File: src/rtl/rob_commit_ctrl_if.sv
// Bundle of the decoder, CDB, query and regFile-side signals of rob_commit_ctrl.
// The master drives the requests, and the slave (the ROB) drives the responses.
interface rob_commit_ctrl_if #(
  parameter int TAG_W  = 4,
  parameter int DATA_W = 32,
  parameter int REG_W  = 5
);
  logic              flush;
  logic              alloc_valid;
  logic [REG_W-1:0]  alloc_rd;
  logic              alloc_ready;
  logic [TAG_W-1:0]  alloc_tag;
  logic [REG_W-1:0]  rf_occ_reg;
  logic [TAG_W-1:0]  rf_occ_tag;
  logic              cdb_valid;
  logic [TAG_W-1:0]  cdb_tag;
  logic [DATA_W-1:0] cdb_value;
  logic [TAG_W-1:0]  query_tag1;
  logic [TAG_W-1:0]  query_tag2;
  logic              query_rdy1;
  logic              query_rdy2;
  logic [DATA_W-1:0] query_val1;
  logic [DATA_W-1:0] query_val2;
  logic [REG_W-1:0]  rf_wr_reg;
  logic [TAG_W-1:0]  rf_wr_tag;
  logic [DATA_W-1:0] rf_wr_value;
  logic              rf_clear;
  logic [TAG_W-1:0]  rob_count;

  modport master (
    output flush, alloc_valid, alloc_rd, cdb_valid, cdb_tag, cdb_value, query_tag1, query_tag2,
    input  alloc_ready, alloc_tag, rf_occ_reg, rf_occ_tag, query_rdy1, query_rdy2,
           query_val1, query_val2, rf_wr_reg, rf_wr_tag, rf_wr_value, rf_clear, rob_count
  );

  modport slave (
    input  flush, alloc_valid, alloc_rd, cdb_valid, cdb_tag, cdb_value, query_tag1, query_tag2,
    output alloc_ready, alloc_tag, rf_occ_reg, rf_occ_tag, query_rdy1, query_rdy2,
           query_val1, query_val2, rf_wr_reg, rf_wr_tag, rf_wr_value, rf_clear, rob_count
  );
endinterface

File: src/rtl/rob_commit_ctrl.sv
// In-order-retire reorder buffer. It allocates tags, captures CDB results and drives the regFile ports.
// Optional macro ROB_BYPASS_EN: operand queries also see the CDB result of the current cycle.
module rob_commit_ctrl #(
  parameter int ROB_DEPTH = 15,
  parameter int TAG_W     = 4,
  parameter int DATA_W    = 32,
  parameter int REG_W     = 5
) (
  input  logic              clk,
  input  logic              rst,
  rob_commit_ctrl_if.slave  bus
);
  localparam int              NENT    = 1 << TAG_W;
  localparam logic [TAG_W-1:0] DEPTH_T = TAG_W'(ROB_DEPTH);
  localparam logic [TAG_W-1:0] ONE_T   = TAG_W'(1);

  // Entry 0 and any entry above ROB_DEPTH are never allocated. These entries therefore stay not-busy.
  logic              busy_q [NENT];
  logic              done_q [NENT];
  logic [REG_W-1:0]  rd_q   [NENT];
  logic [DATA_W-1:0] val_q  [NENT];
  logic              busy_d [NENT];
  logic              done_d [NENT];
  logic [REG_W-1:0]  rd_d   [NENT];
  logic [DATA_W-1:0] val_d  [NENT];

  logic [TAG_W-1:0]  head_q, head_d, tail_q, tail_d, count_q, count_d;
  logic [REG_W-1:0]  wr_reg_q, wr_reg_d;
  logic [TAG_W-1:0]  wr_tag_q, wr_tag_d;
  logic [DATA_W-1:0] wr_val_q, wr_val_d;
  logic              clear_q, clear_d;

  logic alloc_ready, alloc_fire, commit_fire, cdb_hit;

  function automatic logic [TAG_W-1:0] ptr_inc(input logic [TAG_W-1:0] p);
    return (p == DEPTH_T) ? ONE_T : p + ONE_T;
  endfunction

  // The ready signal depends only on the registered count, so a retire cannot open issue in the same cycle.
  assign alloc_ready = (count_q < DEPTH_T) && !bus.flush;
  assign alloc_fire  = bus.alloc_valid && alloc_ready;
  assign commit_fire = busy_q[head_q] && done_q[head_q];
  assign cdb_hit     = bus.cdb_valid && busy_q[bus.cdb_tag] && !done_q[bus.cdb_tag];

  always_comb begin
    busy_d   = busy_q;
    done_d   = done_q;
    rd_d     = rd_q;
    val_d    = val_q;
    head_d   = head_q;
    tail_d   = tail_q;
    count_d  = count_q;
    wr_reg_d = '0;
    wr_tag_d = '0;
    wr_val_d = '0;
    clear_d  = 1'b0;
    if (bus.flush) begin
      for (int i = 0; i < NENT; i++) begin
        busy_d[i] = 1'b0;
        done_d[i] = 1'b0;
        rd_d[i]   = '0;
        val_d[i]  = '0;
      end
      head_d  = ONE_T;
      tail_d  = ONE_T;
      count_d = '0;
      clear_d = 1'b1;
    end else begin
      if (commit_fire) begin
        wr_reg_d       = rd_q[head_q];
        wr_tag_d       = head_q;
        wr_val_d       = val_q[head_q];
        busy_d[head_q] = 1'b0;
        done_d[head_q] = 1'b0;
        rd_d[head_q]   = '0;
        val_d[head_q]  = '0;
        head_d         = ptr_inc(head_q);
      end
      if (cdb_hit) begin
        done_d[bus.cdb_tag] = 1'b1;
        val_d[bus.cdb_tag]  = bus.cdb_value;
      end
      // The alloc write comes last, so a fresh entry overrides any other update to the tail slot.
      if (alloc_fire) begin
        busy_d[tail_q] = 1'b1;
        done_d[tail_q] = 1'b0;
        rd_d[tail_q]   = bus.alloc_rd;
        val_d[tail_q]  = '0;
        tail_d         = ptr_inc(tail_q);
      end
      count_d = count_q + TAG_W'(alloc_fire) - TAG_W'(commit_fire);
    end
  end

  always_ff @(posedge clk or negedge rst) begin
    if (!rst) begin
      for (int i = 0; i < NENT; i++) begin
        busy_q[i] <= 1'b0;
        done_q[i] <= 1'b0;
        rd_q[i]   <= '0;
        val_q[i]  <= '0;
      end
      head_q   <= ONE_T;
      tail_q   <= ONE_T;
      count_q  <= '0;
      wr_reg_q <= '0;
      wr_tag_q <= '0;
      wr_val_q <= '0;
      clear_q  <= 1'b0;
    end else begin
      busy_q   <= busy_d;
      done_q   <= done_d;
      rd_q     <= rd_d;
      val_q    <= val_d;
      head_q   <= head_d;
      tail_q   <= tail_d;
      count_q  <= count_d;
      wr_reg_q <= wr_reg_d;
      wr_tag_q <= wr_tag_d;
      wr_val_q <= wr_val_d;
      clear_q  <= clear_d;
    end
  end

  for (genvar gi = 0; gi < 2; gi++) begin : g_query
    logic [TAG_W-1:0]  tag;
    logic              rdy;
    logic [DATA_W-1:0] val;
    assign tag = (gi == 0) ? bus.query_tag1 : bus.query_tag2;
    always_comb begin
      rdy = busy_q[tag] && done_q[tag];
      val = rdy ? val_q[tag] : '0;
`ifdef ROB_BYPASS_EN
      if (bus.cdb_valid && (bus.cdb_tag == tag) && busy_q[tag] && !done_q[tag]) begin
        rdy = 1'b1;
        val = bus.cdb_value;
      end
`endif
    end
  end

  assign bus.alloc_ready = alloc_ready;
  assign bus.alloc_tag   = tail_q;
  assign bus.rf_occ_reg  = alloc_fire ? bus.alloc_rd : '0;
  assign bus.rf_occ_tag  = tail_q;
  assign bus.query_rdy1  = g_query[0].rdy;
  assign bus.query_val1  = g_query[0].val;
  assign bus.query_rdy2  = g_query[1].rdy;
  assign bus.query_val2  = g_query[1].val;
  assign bus.rf_wr_reg   = wr_reg_q;
  assign bus.rf_wr_tag   = wr_tag_q;
  assign bus.rf_wr_value = wr_val_q;
  assign bus.rf_clear    = clear_q;
  assign bus.rob_count   = count_q;
endmodule

File: src/flat_wrapper.sv
// flat-port wrapper written by rule: the top's interface ports become plain ports
module rob_commit_ctrl_flat 
#(
  parameter int ROB_DEPTH = 15,
  parameter int TAG_W     = 4,
  parameter int DATA_W    = 32,
  parameter int REG_W     = 5
)
  (clk, rst, bus_flush, bus_alloc_valid, bus_alloc_rd, bus_cdb_valid, bus_cdb_tag, bus_cdb_value, bus_query_tag1, bus_query_tag2, bus_alloc_ready, bus_alloc_tag, bus_rf_occ_reg, bus_rf_occ_tag, bus_query_rdy1, bus_query_rdy2, bus_query_val1, bus_query_val2, bus_rf_wr_reg, bus_rf_wr_tag, bus_rf_wr_value, bus_rf_clear, bus_rob_count);
  rob_commit_ctrl_if #(.TAG_W(TAG_W), .DATA_W(DATA_W), .REG_W(REG_W)) bus_i ();
  input  logic clk;
  input  logic rst;
  input wire logic [$bits(bus_i.flush)-1:0] bus_flush;
  input wire logic [$bits(bus_i.alloc_valid)-1:0] bus_alloc_valid;
  input wire logic [$bits(bus_i.alloc_rd)-1:0] bus_alloc_rd;
  input wire logic [$bits(bus_i.cdb_valid)-1:0] bus_cdb_valid;
  input wire logic [$bits(bus_i.cdb_tag)-1:0] bus_cdb_tag;
  input wire logic [$bits(bus_i.cdb_value)-1:0] bus_cdb_value;
  input wire logic [$bits(bus_i.query_tag1)-1:0] bus_query_tag1;
  input wire logic [$bits(bus_i.query_tag2)-1:0] bus_query_tag2;
  output wire logic [$bits(bus_i.alloc_ready)-1:0] bus_alloc_ready;
  output wire logic [$bits(bus_i.alloc_tag)-1:0] bus_alloc_tag;
  output wire logic [$bits(bus_i.rf_occ_reg)-1:0] bus_rf_occ_reg;
  output wire logic [$bits(bus_i.rf_occ_tag)-1:0] bus_rf_occ_tag;
  output wire logic [$bits(bus_i.query_rdy1)-1:0] bus_query_rdy1;
  output wire logic [$bits(bus_i.query_rdy2)-1:0] bus_query_rdy2;
  output wire logic [$bits(bus_i.query_val1)-1:0] bus_query_val1;
  output wire logic [$bits(bus_i.query_val2)-1:0] bus_query_val2;
  output wire logic [$bits(bus_i.rf_wr_reg)-1:0] bus_rf_wr_reg;
  output wire logic [$bits(bus_i.rf_wr_tag)-1:0] bus_rf_wr_tag;
  output wire logic [$bits(bus_i.rf_wr_value)-1:0] bus_rf_wr_value;
  output wire logic [$bits(bus_i.rf_clear)-1:0] bus_rf_clear;
  output wire logic [$bits(bus_i.rob_count)-1:0] bus_rob_count;
  assign bus_i.flush = bus_flush;
  assign bus_i.alloc_valid = bus_alloc_valid;
  assign bus_i.alloc_rd = bus_alloc_rd;
  assign bus_i.cdb_valid = bus_cdb_valid;
  assign bus_i.cdb_tag = bus_cdb_tag;
  assign bus_i.cdb_value = bus_cdb_value;
  assign bus_i.query_tag1 = bus_query_tag1;
  assign bus_i.query_tag2 = bus_query_tag2;
  assign bus_alloc_ready = bus_i.alloc_ready;
  assign bus_alloc_tag = bus_i.alloc_tag;
  assign bus_rf_occ_reg = bus_i.rf_occ_reg;
  assign bus_rf_occ_tag = bus_i.rf_occ_tag;
  assign bus_query_rdy1 = bus_i.query_rdy1;
  assign bus_query_rdy2 = bus_i.query_rdy2;
  assign bus_query_val1 = bus_i.query_val1;
  assign bus_query_val2 = bus_i.query_val2;
  assign bus_rf_wr_reg = bus_i.rf_wr_reg;
  assign bus_rf_wr_tag = bus_i.rf_wr_tag;
  assign bus_rf_wr_value = bus_i.rf_wr_value;
  assign bus_rf_clear = bus_i.rf_clear;
  assign bus_rob_count = bus_i.rob_count;
  rob_commit_ctrl #(.ROB_DEPTH(ROB_DEPTH), .TAG_W(TAG_W), .DATA_W(DATA_W), .REG_W(REG_W)) u_core (.clk(clk), .rst(rst), .bus(bus_i));
endmodule
File: config.mk
export PLATFORM = sky130hd
export DESIGN_NAME = rob_commit_ctrl_flat
export DESIGN_NICKNAME = d
export VERILOG_FILES = /design/src/rtl/rob_commit_ctrl_if.sv /design/src/rtl/rob_commit_ctrl.sv /design/src/flat_wrapper.sv
export SDC_FILE = /design/constraint.sdc
export NUM_CORES = 2
export LEC_CHECK = 0
export CORE_ASPECT_RATIO = 0.8
export CORE_MARGIN = 5
export CORE_UTILIZATION = 62
export DETAILED_ROUTE_END_ITERATION = 6
export PLACE_DENSITY_LB_ADDON = 0.12
export SETUP_SLACK_MARGIN = 0.05
export SLEW_MARGIN = 25
export SYNTH_ARGS = -nofsm -noshare
export SYNTH_HDL_FRONTEND = slang
export SYNTH_SLANG_ARGS = --single-unit
File: constraint.sdc
create_clock -name clk -period 4 [get_ports clk]
set_clock_uncertainty 0.1 [all_clocks]
set_input_delay 0.8 -clock clk [delete_from_list [all_inputs] [get_ports clk]]
set_output_delay 0.8 -clock clk [all_outputs]
set_load 0.05 [all_outputs]
==> impl_metrics.json <==
{
  "syn_inst": 3557,
  "critical_path_class": "flop to primary output",
  "synth-compound-area-share": 0.0955,
  "via_per_inst": 8.02,
  "dpl-instance-area_sq_um": 44700,
  "cts-root-buf": "clkbuf_16",
  "firstDrtPassIters": 7,
  "setup_viol": 0,
  "grt_max_degree": 135,
  "gr-usage-met2": 0.636,
  "critPathCaptureType": "primary output",
  "synth-simple-area-share": 0.147,
  "synthFlopType": "dfrtp_1",
  "dieArea_sq_um": 71300,
  "worstSkewPairLatency_ns": 0.65,
  "p_leak_uw": 0.0182,
  "cts_tree": "yes",
  "slew_headroom": 0.209,
  "worstMarginPinSlew_ns": 1.19,
  "final_antenna_net_count": 0,
  "drv_slew": 0,
  "place_ws_ns": 0.255,
  "synth.distinct_cells": 65,
  "drt-initial-drc-count": 6078,
  "violations": "DRC",
  "async_reset_ff_frac": 1.00,
  "htree_levels": 3,
  "clock-sinks": 678,
  "clock_path_buffers": 3,
  "use_met3": 0.202,
  "synthXorXnorAreaFrac": 0.000642,
  "core_area_sq_um": 65600,
  "path_max_fanout": 20,
  "ys_seq_area_frac": 0.414,
  "hold_viol": 0,
  "yosys-mux-area-fraction": 0.290,
  "grt-ovfl-total": 0,
  "most-common-layout-cells": "dfrtp_1, mux4_2, nand2_1",
  "clk_pin_slew_worst_paths_ns": 0.06,
  "synth_top_family_by_area": "multiplexers",
  "syn_area_sq_um": 40900,
  "grt_pass1_vias": 36252,
  "synth-seq-cells": 678,
  "finalWorstSetupSlack_ns": 0.00537,
  "wl_microns": 159000,
  "r2r-start": "u_core.head_q[1]$_DFFE_PN0P_",
  "peakVddDrop_uv": 417,
  "nets": 3620,
  "dp_hpwl_microns": 91800,
  "drive_gt1_frac": 0.281,
  "num_vias": 35830,
  "io_buffer_count": 179,
  "grt_busiest_layer": "met2",
  "cp.arrival_ns": 3.09,
  "max_freq_mhz": 250,
  "die_w_microns": 297,
  "crit_required_ns": 3.10,
  "critPathLaunch": "u_core.busy_q[10]$_DFF_PN0_",
  "synth_adder_area_share": 0.00446,
  "grt_use_met1": 0.545,
  "cpPeakStageDelay_ns": 0.54,
  "largest_register": "u_core.val_q",
  "antenna_found_initial": 11,
  "hp-class": "input pin to async pin",
  "die-height_microns": 240,
  "start_kind": "flop",
  "track_usage": 0.443,
  "place_congestion": 0.968,
  "fin_area_sq_um": 47200,
  "rows": 84,
  "largest_reg_flops": 512,
  "drcViolationCount": 1,
  "ios": 180,
  "maxCapViolations": 0,
  "powerDensity_nw_per_um2": 320,
  "crit_path_top_delay_cell": "mux4_2",
  "synth_area_per_cell_sq_um": 11.5,
  "wl_per_cell_microns": 35.6,
  "synth_edf_count": 0,
  "syn_to_final_growth_pct": 15.2,
  "start_util": 0.624,
  "rsz0062_at_grt": "yes",
  "status": "complete, but fails checks",
  "crit_chain": "nand2_1, mux4_2, mux4_2, buf_12, nor2b_1, buf_4, buf_12",
  "synth_warnings": 0,
  "synth_nets": 3625,
  "final_common_cell": "dfrtp_1",
  "period_share": 0.999,
  "grt_pass1_wl_microns": 234000,
  "layout_min_cycle_time_ns": 3.99,
  "cts_made_buffers": 71
}
final cells by class:
type	count	area, sq um
inverter	14	53.8
fill	4414	18400
clock inverter	30	345
antenna	5	12.5
multi-input combinational	2438	22200
timing repair buffer	349	4430
sequential	678	17000
clock buffer	94	2070
tap	860	1080
critical path, delay by kind of cell, from the launching register on:
kind / cells / cell delay (ns)
and+or+nand+nor: 2 / 0.45
muxes: 2 / 1.02
buffers and inverters: 3 / 0.50
DFF: 1 / 0.49
cell usage after synthesis (4+ instances only):
cell type / instances / area, sq um
a21oi_1: 366 / 1830
a22o_1: 65 / 569
a22oi_1: 128 / 961
a31oi_2: 4 / 50.1
a32o_1: 4 / 40.0
and2_1: 13 / 81.3
and3_1: 12 / 75.1
and4_1: 6 / 52.6
buf_1: 49 / 184
buf_2: 95 / 475
buf_4: 16 / 120
buf_6: 10 / 113
clkbuf_1: 252 / 946
dfrtp_1: 676 / 16900
ha_1: 13 / 163
inv_1: 11 / 41.3
mux2i_1: 5 / 50.1
mux4_2: 523 / 11800
nand2_1: 441 / 1660
nand2b_1: 5 / 31.3
nand3_1: 428 / 2140
nand4_1: 6 / 37.5
nor2_1: 185 / 694
nor2_2: 4 / 25.0
nor2b_1: 73 / 457
nor2b_4: 36 / 495
nor3_1: 8 / 40.0
o21ai_0: 5 / 25.0
o21ai_1: 61 / 305
stage by stage:
| stage | utilization | setup TNS, ns | instances | total power [uW] | hold slack, ns |
|---|---|---|---|---|---|
| after floorplan | - | -2.55 | 3557 | 7610 | 0.388 |
| after global placement | 0.682 | 0 | 4339 | 8160 | 0.406 |
| after detailed placement | 0.682 | 0 | 4339 | 8180 | 0.411 |
| after CTS | 0.719 | 0 | 4463 | 15100 | 0.0309 |
| after global routing | 0.719 | 0 | 4465 | 15400 | 0.0389 |
| final | 0.719 | 0 | 4468 | 15100 | 0.00657 |
power by group:
| part | switching (uW) | total, uW | internal, uW |
|---|---|---|---|
| registers | 21.7 | 6900 | 6870 |
| logic | 846 | 1200 | 350 |
| clock network | 2940 | 7030 | 4090 |
final timing paths:
kind | end | slack [ns] | depth (start not counted)
min reg2reg | u_core.rd_q[3]$_DFF_PN0_ | 0.43 | 1
max reg2reg | u_core.bus.rob_count[2]$_DFF_PN0_ | 0.39 | 10
min in group clk | u_core.bus.rf_clear$_DFF_PN0_ | 0.29 | 1
min | u_core.bus.rob_count[3]$_DFF_PN0_ | 0.007 | 1
max in group asynchronous | u_core.val_q[402]$_DFF_PN0_ | 2.60 | 3
max | bus_query_val2[0] | 0.005 | 7
routing by layer:
| metal | up-vias | routed length [microns] |
|---|---|---|
| met2 | 3807 | 67200 |
| met4 | 12 | 14200 |
| li1 | 13337 | - |
| met1 | 17572 | 50300 |
| met5 | - | 108 |
| met3 | 1102 | 27200 |
cells by family after synthesis:
group / after synthesis
AO/OA/AOI/OAI: 648
XOR/XNOR: 3
adder cells (fa/ha/maj): 14
buffers and inverters: 441
flip-flops: 678
multiplexers: 531
AND/OR/NAND/NOR: 1242
repair_timing:
action | 4_1_cts | 5_1_grt
hold buffers | 0 | 0
endpoints found under the setup margin | 0 | 32
resized for setup | 0 | 9
setup buffers | 0 | 0
Power figures use the tool's default switching activity.
